<file path="src/rtl/pic_host_bus_master.sv">
// CPU-side initiator for the 8259A PIC bus: timed ICW/OCW writes, status reads
// and the two-pulse interrupt-acknowledge sequence with vector capture.
module pic_host_bus_master #(
   parameter int PULSE_CYCLES = 2,
   parameter int GAP_CYCLES   = 2,
   parameter int SYNC_STAGES  = 2
) (
   input  logic       clk,
   input  logic       rst_n,
   input  logic       cmd_valid,
   output logic       cmd_ready,
   input  logic       cmd_write,
   input  logic       cmd_a0,
   input  logic [7:0] cmd_wdata,
   output logic       rsp_valid,
   output logic [7:0] rsp_rdata,
   input  logic       int_enable,
   output logic       vec_valid,
   output logic [7:0] vec_data,
   input  logic       INT,
   input  logic [7:0] D_in,
   output logic [7:0] D_out,
   output logic       D_oe,
   output logic       CS_n,
   output logic       A0,
   output logic       RD_n,
   output logic       WR_n,
   output logic       INTA_n
);

   typedef enum logic [3:0] {
      IDLE, SETUP, WSTROBE, WHOLD, RSTROBE, ACK1, AGAP, ACK2, RECOVER
   } state_t;

   localparam logic [3:0] PULSE_LOAD = 4'(PULSE_CYCLES - 1);
   localparam logic [3:0] GAP_LOAD   = 4'(GAP_CYCLES - 1);

   logic [SYNC_STAGES-1:0] sync_r;
   logic                   int_s;
   state_t                 state_r, state_nxt;
   logic [3:0]             cnt_r, cnt_nxt;
   logic                   lat_write_r, lat_write_nxt;
   logic                   lat_a0_r, lat_a0_nxt;
   logic [7:0]             lat_wdata_r, lat_wdata_nxt;
   logic                   cap_rsp, cap_vec;
   logic                   cs_n_nxt, a0_nxt, rd_n_nxt, wr_n_nxt, inta_n_nxt, oe_nxt;
   logic [7:0]             dout_nxt;

   assign int_s     = sync_r[SYNC_STAGES-1];
   assign cmd_ready = (state_r == IDLE) && !(int_s && int_enable);

   // INT synchroniser
   always_ff @(posedge clk or negedge rst_n) begin
      if (!rst_n) begin
         sync_r <= '0;
      end else begin
         sync_r <= {sync_r[SYNC_STAGES-2:0], INT};
      end
   end

   // Next state, strobe timer and command latch
   always_comb begin
      state_nxt     = state_r;
      cnt_nxt       = cnt_r;
      lat_write_nxt = lat_write_r;
      lat_a0_nxt    = lat_a0_r;
      lat_wdata_nxt = lat_wdata_r;
      cap_rsp       = 1'b0;
      cap_vec       = 1'b0;
      case (state_r)
         IDLE: begin
            if (int_s && int_enable) begin
               state_nxt = ACK1;
               cnt_nxt   = PULSE_LOAD;
            end else if (cmd_valid) begin
               state_nxt     = SETUP;
               lat_write_nxt = cmd_write;
               lat_a0_nxt    = cmd_a0;
               lat_wdata_nxt = cmd_wdata;
            end else begin
               state_nxt = IDLE;
            end
         end
         SETUP: begin
            cnt_nxt   = PULSE_LOAD;
            state_nxt = lat_write_r ? WSTROBE : RSTROBE;
         end
         WSTROBE: begin
            if (cnt_r == 4'd0) begin
               state_nxt = WHOLD;
            end else begin
               cnt_nxt = cnt_r - 4'd1;
            end
         end
         WHOLD: begin
            state_nxt = RECOVER;
            cnt_nxt   = GAP_LOAD;
         end
         RSTROBE: begin
            if (cnt_r == 4'd0) begin
               state_nxt = RECOVER;
               cnt_nxt   = GAP_LOAD;
               cap_rsp   = 1'b1;
            end else begin
               cnt_nxt = cnt_r - 4'd1;
            end
         end
         ACK1: begin
            if (cnt_r == 4'd0) begin
               state_nxt = AGAP;
               cnt_nxt   = GAP_LOAD;
            end else begin
               cnt_nxt = cnt_r - 4'd1;
            end
         end
         AGAP: begin
            if (cnt_r == 4'd0) begin
               state_nxt = ACK2;
               cnt_nxt   = PULSE_LOAD;
            end else begin
               cnt_nxt = cnt_r - 4'd1;
            end
         end
         ACK2: begin
            if (cnt_r == 4'd0) begin
               state_nxt = RECOVER;
               cnt_nxt   = GAP_LOAD;
               cap_vec   = 1'b1;
            end else begin
               cnt_nxt = cnt_r - 4'd1;
            end
         end
         RECOVER: begin
            if (cnt_r == 4'd0) begin
               state_nxt = IDLE;
            end else begin
               cnt_nxt = cnt_r - 4'd1;
            end
         end
         default: begin
            state_nxt = IDLE;
            cnt_nxt   = 4'd0;
         end
      endcase
   end

   // Bus pin values decoded from the upcoming state so the pins can be registered
   always_comb begin
      cs_n_nxt   = 1'b1;
      a0_nxt     = 1'b0;
      rd_n_nxt   = 1'b1;
      wr_n_nxt   = 1'b1;
      inta_n_nxt = 1'b1;
      oe_nxt     = 1'b0;
      dout_nxt   = 8'h00;
      case (state_nxt)
         SETUP: begin
            cs_n_nxt = 1'b0;
            a0_nxt   = lat_a0_nxt;
            oe_nxt   = lat_write_nxt;
            dout_nxt = lat_write_nxt ? lat_wdata_nxt : 8'h00;
         end
         WSTROBE: begin
            cs_n_nxt = 1'b0;
            a0_nxt   = lat_a0_nxt;
            wr_n_nxt = 1'b0;
            oe_nxt   = 1'b1;
            dout_nxt = lat_wdata_nxt;
         end
         WHOLD: begin
            cs_n_nxt = 1'b0;
            a0_nxt   = lat_a0_nxt;
            oe_nxt   = 1'b1;
            dout_nxt = lat_wdata_nxt;
         end
         RSTROBE: begin
            cs_n_nxt = 1'b0;
            a0_nxt   = lat_a0_nxt;
            rd_n_nxt = 1'b0;
         end
         ACK1, ACK2: begin
            inta_n_nxt = 1'b0;
         end
         default: begin
            cs_n_nxt = 1'b1;
         end
      endcase
   end

   // State, latch and registered outputs
   always_ff @(posedge clk or negedge rst_n) begin
      if (!rst_n) begin
         state_r     <= IDLE;
         cnt_r       <= 4'd0;
         lat_write_r <= 1'b0;
         lat_a0_r    <= 1'b0;
         lat_wdata_r <= 8'h00;
         CS_n        <= 1'b1;
         A0          <= 1'b0;
         RD_n        <= 1'b1;
         WR_n        <= 1'b1;
         INTA_n      <= 1'b1;
         D_oe        <= 1'b0;
         D_out       <= 8'h00;
         rsp_valid   <= 1'b0;
         rsp_rdata   <= 8'h00;
         vec_valid   <= 1'b0;
         vec_data    <= 8'h00;
      end else begin
         state_r     <= state_nxt;
         cnt_r       <= cnt_nxt;
         lat_write_r <= lat_write_nxt;
         lat_a0_r    <= lat_a0_nxt;
         lat_wdata_r <= lat_wdata_nxt;
         CS_n        <= cs_n_nxt;
         A0          <= a0_nxt;
         RD_n        <= rd_n_nxt;
         WR_n        <= wr_n_nxt;
         INTA_n      <= inta_n_nxt;
         D_oe        <= oe_nxt;
         D_out       <= dout_nxt;
         rsp_valid   <= cap_rsp;
         vec_valid   <= cap_vec;
         if (cap_rsp) begin
            rsp_rdata <= D_in;
         end
         if (cap_vec) begin
            vec_data <= D_in;
         end
      end
   end

endmodule

</file>
<file path="config.mk">
export PLATFORM = sky130hd
export DESIGN_NAME = pic_host_bus_master
export DESIGN_NICKNAME = d
export VERILOG_FILES = /design/src/rtl/pic_host_bus_master.sv
export SDC_FILE = /design/constraint.sdc
export NUM_CORES = 1
export LEC_CHECK = 0
export ABC_AREA = 0
export CAP_MARGIN = 20
export CORE_AREA = 2 2 67 85
export DETAILED_ROUTE_END_ITERATION = 6
export DIE_AREA = 0 0 69 87
export GPL_ROUTABILITY_DRIVEN = 0
export PLACE_DENSITY = 0.72
export SETUP_SLACK_MARGIN = 0.05
export SKIP_CTS_REPAIR_TIMING = 1
export SLEW_MARGIN = 10
export SYNTH_ARGS = -nofsm -noshare
export SYNTH_HDL_FRONTEND = slang
export SYNTH_SLANG_ARGS = --single-unit
</file>
<file path="constraint.sdc">
create_clock -name clk -period 3.3 [get_ports clk]
set_input_delay 0.66 -clock clk [delete_from_list [all_inputs] [get_ports clk]]
set_output_delay 0.66 -clock clk [all_outputs]
set_load 0.02 [all_outputs]
</file>
==> results.md, run 1 <==
- Status: finished, final reports clean
- TritonCTS Sinks: 52
- Die Ht: 87 um
- Core box area: 5260 um2
- Global-route wire length before repair: 7130 um
- Buffers on Ports: 55
- Std-Cell Rows: 30
- Post-synth EDFFs: 0
- Crit path capture type: primary output
- Clock Skew: 0.00725 ns
- Drt total wl: 4240 um
- Leak pwr: 1.23 nW
- Minimum clock period: 2.74 ns
- Clk Latency, worst-skew pair: 0.30 ns
- Antenna violations before repair: 0
- Gr usage total: 15.2%
- Worst Setup Start Kind: primary input
- Highest achievable clock rate: 366 MHz
- Cells after Synth: 181
- TritonCTS clock tree: built
- Pwr Total: 0.00296 W
- Synth cell types: 46
- Post-Syn Nets: 206
- Synth-to-layout area growth: 29.8%
- RR Startpoint: cnt_r[0]
- Drt wl/cell: 14.1 um
- Pin count of the biggest net entering global routing: 29
- Vias in the first global route: 1,493
- RSZ-0062 raised after global routing: no
- Ant. Diodes: 0
- Worst Max-Slew Pin Slew: 0.627 ns
- Register area share after synthesis: 57.4%
- Hold Path Class: reg -> reg
- Tcrit/Tclk final: 82.9%
- # IOs: 56
- Clk slew on worst S/H paths: 0.09 ns
- Critical path's slowest cell: clkdlybuf4s50_1
- Vias: 1,512
- Crit path max fanout: 3
- Nets: 261
- Setup crit start: int_enable
- Clk buf depth: 2
- Post-route ant nets: 0
- Die Width: 69 um
- CP arrival: 2.08 ns
- Crit path top cell by count: clkdlybuf4s50_1
- Critical path class: in -> out
- Syn avg cell area: 12.6 um2
- Drt first pass iters: 4
- Share of post-route cells with drive strength above 1: 18.6%
- Drt drc: 0
- Max Slew Vio Count: 0
- HP Start: sync_r[0]
- Worst Hold Slack: 0.352 ns
- Setup violations, final: 0
- Critical path, cell by cell: clkdlybuf4s50_1 -> a21oi_1 -> and2_1 -> clkdlybuf4s50_1
- Cell Pwr Density: 1000 nW/um2
- Initial Utilization: 43.3%
- Yosys warning count: 0
- FF+latch count, synth: 52
- Final setup TNS: 0 ns
- Clock root buffer: clkbuf_8
- CTS buffer count: 5
- Initial DRC Count: 81
- Max-Cap Viols: 0
- Main synth FF type: dfrtp_1
- Worst EP required: 2.64 ns
- Synth async-reset ratio: 100%
- Largest stage delay, worst path: 0.62 ns
- Relative slew slack: 58.1%
- DIE AREA: 6000 um2
- HPWL after DPL: 3120 um
- Cell Area, Synth: 2280 um2
- Peak VDD IR: 0.520 mV
- GR Overflow Total: 0
- Via density: 5.04
- Final hold viol count: 0
- CTS H-tree lvls: 2
metal layers:
metal	track usage, %	part of all wire, %	up-vias
met3	3.47	4.1	6
met2	25.6	52	31
li1	-	-	732
met1	18.7	42	743
met5	0	0	-
met4	6.95	1.8	0
logic make-up after synthesis:
kind of cell	count (synthesis)	share of synthesized area, %
buffers and inverters	14	3.19
AND/OR/NAND/NOR	66	17.3
XOR/XNOR	2	0.769
adder cells (fa/ha/maj)	2	1.10
multiplexers	19	9.34
flip-flops	52	57.4
AO/OA/AOI/OAI	26	11.0
power breakdown:
| part | switching, W | internal, W | total, W |
|---|---|---|---|
| clock | 0.000191 | 0.000187 | 0.000378 |
| combinational | 0.000802 | 0.000693 | 0.00150 |
| sequential | 0.000174 | 0.000912 | 0.00109 |
| total | 0.00117 | 0.00179 | 0.00296 |
cell type report:
cell class                 instances  area (um2)
timing repair buffer              56         553
fill                             454        2300
multi-input combinational        115         898
clock buffer                       7        96.3
sequential                        52        1310
tap                               64        80.1
inverter                           6        22.5
through the flow:
step,setup slack (ns),utilization (%),std cells,area [um2]
3_3_place_gp,0.581,54.4,293,2860
2_1_floorplan,1.19,-,181,2280
3_5_place_dp,0.567,54.4,293,2860
5_1_grt,0.482,56.3,300,2960
4_1_cts,0.564,56.3,300,2960
6_report,0.564,56.3,300,2960
critical path: cells and delay by family:
family	cells	cell delay, ns
and+or+nand+nor	1	0.20
buffers and inverters	2	1.03
AOI/OAI and AO/OA	1	0.18
registers in the layout, indices dropped and copies added, names as in the netlist, 2 cells and up:
signal and count:
vec_data 8, cnt_r 4, rsp_rdata 8, sync_r 2, D_out 8, lat_wdata_r 8
state_r 4
final timing paths:
path / endpoint / slack, ns / cells past startpoint
worst min register to register: sync_r[1] / 0.35 / 0
worst max register to register: WR_n / 0.87 / 7
worst max-delay path: cmd_ready / 0.56 / 4
min in group asynchronous: vec_data[0] / 0.37 / 1
max in group asynchronous: CS_n / 2.12 / 2
worst min-delay path: sync_r[1] / 0.35 / 0
synthesized netlist by cell type, types with 2 or more instances:
master | n | share of area, %
nor4_1 | 2 | 0.55
o21ai_0 | 5 | 1.1
and2_1 | 3 | 0.82
mux2_1 | 5 | 2.5
ha_1 | 2 | 1.1
nand3_1 | 3 | 0.66
dfstp_2 | 4 | 4.6
buf_2 | 4 | 0.88
mux2_2 | 13 | 6.4
buf_6 | 2 | 0.99
dfrtp_1 | 48 | 53
clkbuf_1 | 2 | 0.33
nand3_2 | 2 | 0.88
nor2_1 | 6 | 0.99
inv_1 | 5 | 0.82
nand2_1 | 31 | 5.1
a21oi_1 | 6 | 1.3
or3b_1 | 2 | 0.77
nor3b_2 | 9 | 4.9
placed cells by master, fill, tap and decap left out, drive strengths merged, types with 2 or more instances in the layout:
cell	instances
nand2	31
nor2	6
clkdlybuf4s50	54
a21oi	7
o21ai	6
ha	2
nor3b	10
or2	2
nand3	5
clkbuf	7
and2	3
dfstp	4
or3b	2
inv	5
dfrtp	48
nor4	2
mux2	18
buf	2
No activity file was read; power rests on OpenSTA's default activity.
==> inputs of run 2 (changes only) <==
==> constraint.sdc (replaced) <==
create_clock -name clk -period 2.6 [get_ports clk]
set_input_delay 0.52 -clock clk [delete_from_list [all_inputs] [get_ports clk]]
set_output_delay 0.52 -clock clk [all_outputs]
set_load 0.02 [all_outputs]
==> run 2 against run 1 <==
Non-clock buffer count is 6 higher; clock skew down 0.0048 ns; via count is 2.8% higher; utilization rose by 1.2 points; sequential cell count did not move.
==> results.md, run 2 (synthesized netlist as in run 1, its figures left out) <==
- Status: finished, final reports clean
- Die Width: 69 um
- Pwr Total: 0.00389 W
- Gr usage total: 15.4%
- CTS H-tree lvls: 2
- Place WS: 0.148 ns
- Initial Utilization: 43.3%
- Worst Hold Slack: 0.167 ns
- Initial DRC Count: 82
- Pin count of the biggest net entering global routing: 24
- Tcrit/Tclk final: 94.3%
- Comb pwr share: 51.9%
- Drt drc: 0
- Leading cell type in the layout, fill and taps excluded: clkdlybuf4s50_1
- Cell Int Power: 0.00237 W
- # IOs: 56
- Relative slew slack: 54.7%
- Crit path max fanout: 3
- DIE AREA: 6000 um2
- Core box area: 5260 um2
- Reg power frac: 34.3%
- HPWL after DPL: 3340 um
- Final setup TNS: 0 ns
- Setup violations, final: 0
- Via density: 5.07
- Global-route wire length before repair: 7300 um
- Drt wl/cell: 14.5 um
- Clk pwr share: 13.8%
- Peak VDD IR: 0.684 mV
- Leak pwr: 1.27 nW
- Max Slew Vio Count: 0
- Cell Pwr Density: 1290 nW/um2
- Sw Ratio: 39.2%
- Std-Cell Rows: 30
- Post-route ant nets: 0
- Buffers on Ports: 55
- Hold Path Class: in -> async
- Worst Max-Slew Pin Slew: 0.677 ns
- Share of post-route cells with drive strength above 1: 20.6%
- CP arrival: 1.93 ns
- Nets: 267
- Minimum clock period: 2.45 ns
- Final Core Density: 57.5%
- Critical path class: in -> out
- Vias: 1,555
- Max-Cap Viols: 0
- Worst Setup Start Kind: primary input
- Antenna violations before repair: 0
- Most frequent cells in the layout: 54 x clkdlybuf4s50_1, 48 x dfrtp_1, 31 x nand2_1
- Worst EP required: 2.08 ns
- CTS buffer count: 5
- Clock root buffer: clkbuf_8
- TritonCTS Sinks: 52
- Highest achievable clock rate: 408 MHz
- Drt total wl: 4440 um
- Ant. Diodes: 0
- Final hold viol count: 0
- RSZ-0062 raised after global routing: no
- Clock Skew: 0.00247 ns
- Clk buf depth: 2
- Die Ht: 87 um
- P_sw: 0.00153 W
- Crit path capture type: primary output
- Clk Latency, worst-skew pair: 0.30 ns
- Clk slew on worst S/H paths: 0.09 ns
- GR Overflow Total: 0
- Synth-to-layout area growth: 32.6%
- Final setup margin: 0.147 ns
- TritonCTS clock tree: built
- Vias in the first global route: 1,506
- Drt first pass iters: 4
## run 2: cell count changes in the layout (fill, tap and decap cells not counted)
cell,before,now
buf_4,1,7
bufinv_16,0,1
clkbuf_1,0,1
clkbuf_8,7,5
clkinv_2,0,1
nor3_2,1,0
nor3_4,0,1
## run 2: power groups by stage
| stage | clock network, W | logic, W | registers (W) |
|---|---|---|---|
| 2_1_floorplan | 0 | 0.00116 | 0.00155 |
| 3_3_place_gp | 0 | 0.00200 | 0.00133 |
| 3_5_place_dp | 0 | 0.00203 | 0.00135 |
| 4_1_cts | 0.000552 | 0.00204 | 0.00133 |
| 5_1_grt | 0.000586 | 0.00219 | 0.00137 |
| 6_report | 0.000537 | 0.00202 | 0.00133 |
## run 2: final timing paths
check,end,slack (ns),startpoint,depth (start not counted)
min in group clk,sync_r[1],0.35,sync_r[0],0
max,cmd_ready,0.15,int_enable,4
min reg2reg,sync_r[1],0.35,sync_r[0],0
min,rsp_rdata[6],0.17,rst_n,1
max reg2reg,WR_n,0.20,cnt_r[0],7
max in group asynchronous,INTA_n,1.78,rst_n,2
## run 2: layout make-up
type | count | area [um2]
Clock buffer | 6 | 72.6
Tap cell | 64 | 80.1
Multi-Input combinational cell | 115 | 905
Timing Repair Buffer | 62 | 598
Sequential cell | 52 | 1310
Clock inverter | 2 | 35.0
Inverter | 6 | 22.5
Fill cell | 459 | 2240
## run 2: per-stage QoR
stage,instance area [um2],std cells
finish,3020,307
global route,3020,307
CTS,3010,307
detailed placement,2910,299
global placement,2910,299
floorplan,2280,181
## run 2: routing by layer
layer	vias up	part of all wire [%]	GRT usage, %
li1	744	-	-
met5	-	0	0
met3	6	3.0	3.13
met4	0	1.7	6.06
met2	33	53	26.5
met1	772	42	19.3
## run 2: critical path: stages
cell	delay, ns
clkdlybuf4s50_1	0.42
a21oi_1	0.19
and2_1	0.19
clkdlybuf4s50_1	0.61
==> inputs of run 3 (changes only) <==
--- a/config.mk
+++ b/config.mk
@@ -8,11 +8,12 @@
 export ABC_AREA = 0
 export CAP_MARGIN = 20
 export CORE_AREA = 2 2 67 85
+export CTS_BUF_LIST = sky130_fd_sc_hd__clkbuf_16
 export DETAILED_ROUTE_END_ITERATION = 6
 export DIE_AREA = 0 0 69 87
 export GPL_ROUTABILITY_DRIVEN = 0
 export PLACE_DENSITY = 0.72
-export SETUP_SLACK_MARGIN = 0.05
+export SETUP_SLACK_MARGIN = 0.5
 export SKIP_CTS_REPAIR_TIMING = 1
 export SLEW_MARGIN = 10
 export SYNTH_ARGS = -nofsm -noshare
==> run 3 against run 2 <==
Worst hold slack got worse by 0.014 ns; clock power increased by 32%; design area increased by 7.1%; utilization increased by 4.1 points; total power increased by 14%; global-route usage increased by 0.30 points; critical endpoint is now WR_n; clock skew increased by 0.0039 ns; non-clock buffer count increased by 13; register-to-register slack improved by 0.26 ns; sequential power about the same; final cell count increased by 4.6%; combinational power increased by 18%; critical path type is now reg -> reg.
==> results.md, run 3 (synthesized netlist as in run 1, its figures left out) <==
- Tcrit/Tclk final: 82.2%
- Clock Skew: 0.00641 ns
- Ant. Diodes: 0
- Fillers: 437
- Core box area: 5260 um2
- Status: finished, final reports clean
- Drt wl/cell: 14.6 um
- Highest achievable clock rate: 468 MHz
- Pwr Total: 0.00443 W
- TritonCTS Sinks: 52
- TritonCTS clock tree: built
- Synth-to-layout area growth: 42.0%
- Minimum clock period: 2.14 ns
- CP arrival: 2.34 ns
- Most frequent cells in the layout: 53 x clkdlybuf4s50_1, 48 x dfrtp_1, 31 x nand2_1
- Die Width: 69 um
- Place WS: 0.162 ns
- Gr usage total: 15.7%
- Final setup margin: 0.463 ns
- Max-Cap Viols: 0
- GR Overflow Total: 0
- Relative slew slack: 68.5%
- Worst Setup Start Kind: flip-flop
- Peak VDD IR: 0.674 mV
- CTS H-tree lvls: 2
- Worst Max-Slew Pin Slew: 0.468 ns
- Max Slew Vio Count: 0
- Buffers on Ports: 55
- Global-route wire length before repair: 7540 um
- Drt total wl: 4680 um
- Antenna violations before repair: 0
- Leading cell type in the layout, fill and taps excluded: clkdlybuf4s50_1
- Hold Path Class: in -> async
- Critical path class: reg -> reg
- Clk Latency, worst-skew pair: 0.28 ns
- Pin count of the biggest net entering global routing: 21
- Leak pwr: 1.38 nW
- Crit path max fanout: 5
- Post-route ant nets: 0
- RSZ-0062 raised after global routing: yes
- Clk slew on worst S/H paths: 0.06 ns
- Final Core Density: 61.5%
- Via density: 5.04
- Nets: 281
- HPWL after DPL: 3310 um
- Cell Pwr Density: 1370 nW/um2
- Drt first pass iters: 6
- Initial Utilization: 43.3%
- Clk buf depth: 2
- Vias: 1,617
- Final hold viol count: 0
- Worst EP required: 2.80 ns
- Worst Hold Slack: 0.154 ns
- Drt drc: 0
- Vias in the first global route: 1,600
- Std-Cell Rows: 30
- Crit path capture type: flip-flop
- Register-to-Register Path Depth: 7
- DIE AREA: 6000 um2
- Final setup TNS: 0 ns
- Die Ht: 87 um
- # IOs: 56
- Clock root buffer: clkbuf_16
- Share of post-route cells with drive strength above 1: 28.0%
- CTS buffer count: 5
- Setup violations, final: 0
- Initial DRC Count: 99
-- run 3: routing by layer --
layer | vias to the layer above | share of wire, % | GRT usage, %
met5 | - | 0 | 0
met4 | 0 | 0.85 | 6.77
met3 | 2 | 3.9 | 2.89
met2 | 45 | 55 | 26.7
met1 | 792 | 40 | 19.8
li1 | 778 | - | -
-- run 3: final timing paths --
check                               start         to  slack, ns
min in group clk                sync_r[0]  sync_r[1]       0.35
worst min register to register  sync_r[0]  sync_r[1]       0.35
worst max-delay path             cnt_r[0]       WR_n       0.46
worst max register to register   cnt_r[0]       WR_n       0.46
max in group asynchronous           rst_n  sync_r[0]       1.86
worst min-delay path                rst_n  sync_r[1]       0.15
-- run 3: layout make-up --
cell class,instances,area (um2),share of cell area (%)
Tap cell,64,80.1,2.48
Timing Repair Buffer,75,716,22.1
Multi-Input combinational cell,116,946,29.2
Inverter,6,22.5,0.696
Sequential cell,52,1310,40.4
Clock inverter,3,38.8,1.20
Clock buffer,5,125,3.87
-- run 3: per-stage QoR --
| stage | cells | cell area, um2 |
|---|---|---|
| after detailed placement | 299 | 2910 |
| final | 321 | 3230 |
| after global placement | 299 | 2910 |
| after global routing | 321 | 3230 |
| after floorplan | 181 | 2280 |
| after CTS | 307 | 3070 |
-- run 3: report_power, final --
part / total (W) / switching [W] / internal (W)
Clock: 0.000710 / 0.000262 / 0.000448
Combinational: 0.00238 / 0.00117 / 0.00121
Sequential: 0.00135 / 0.000187 / 0.00116
-- run 3: worst max-delay path, cell delays in order, from the launching register on --
cell and delay (ns):
dfrtp_1 0.41, inv_2 0.10, ha_4 0.14, or3b_4 0.43
a32oi_4 0.26, o211ai_4 0.11, or2_4 0.26, or3b_1 0.35
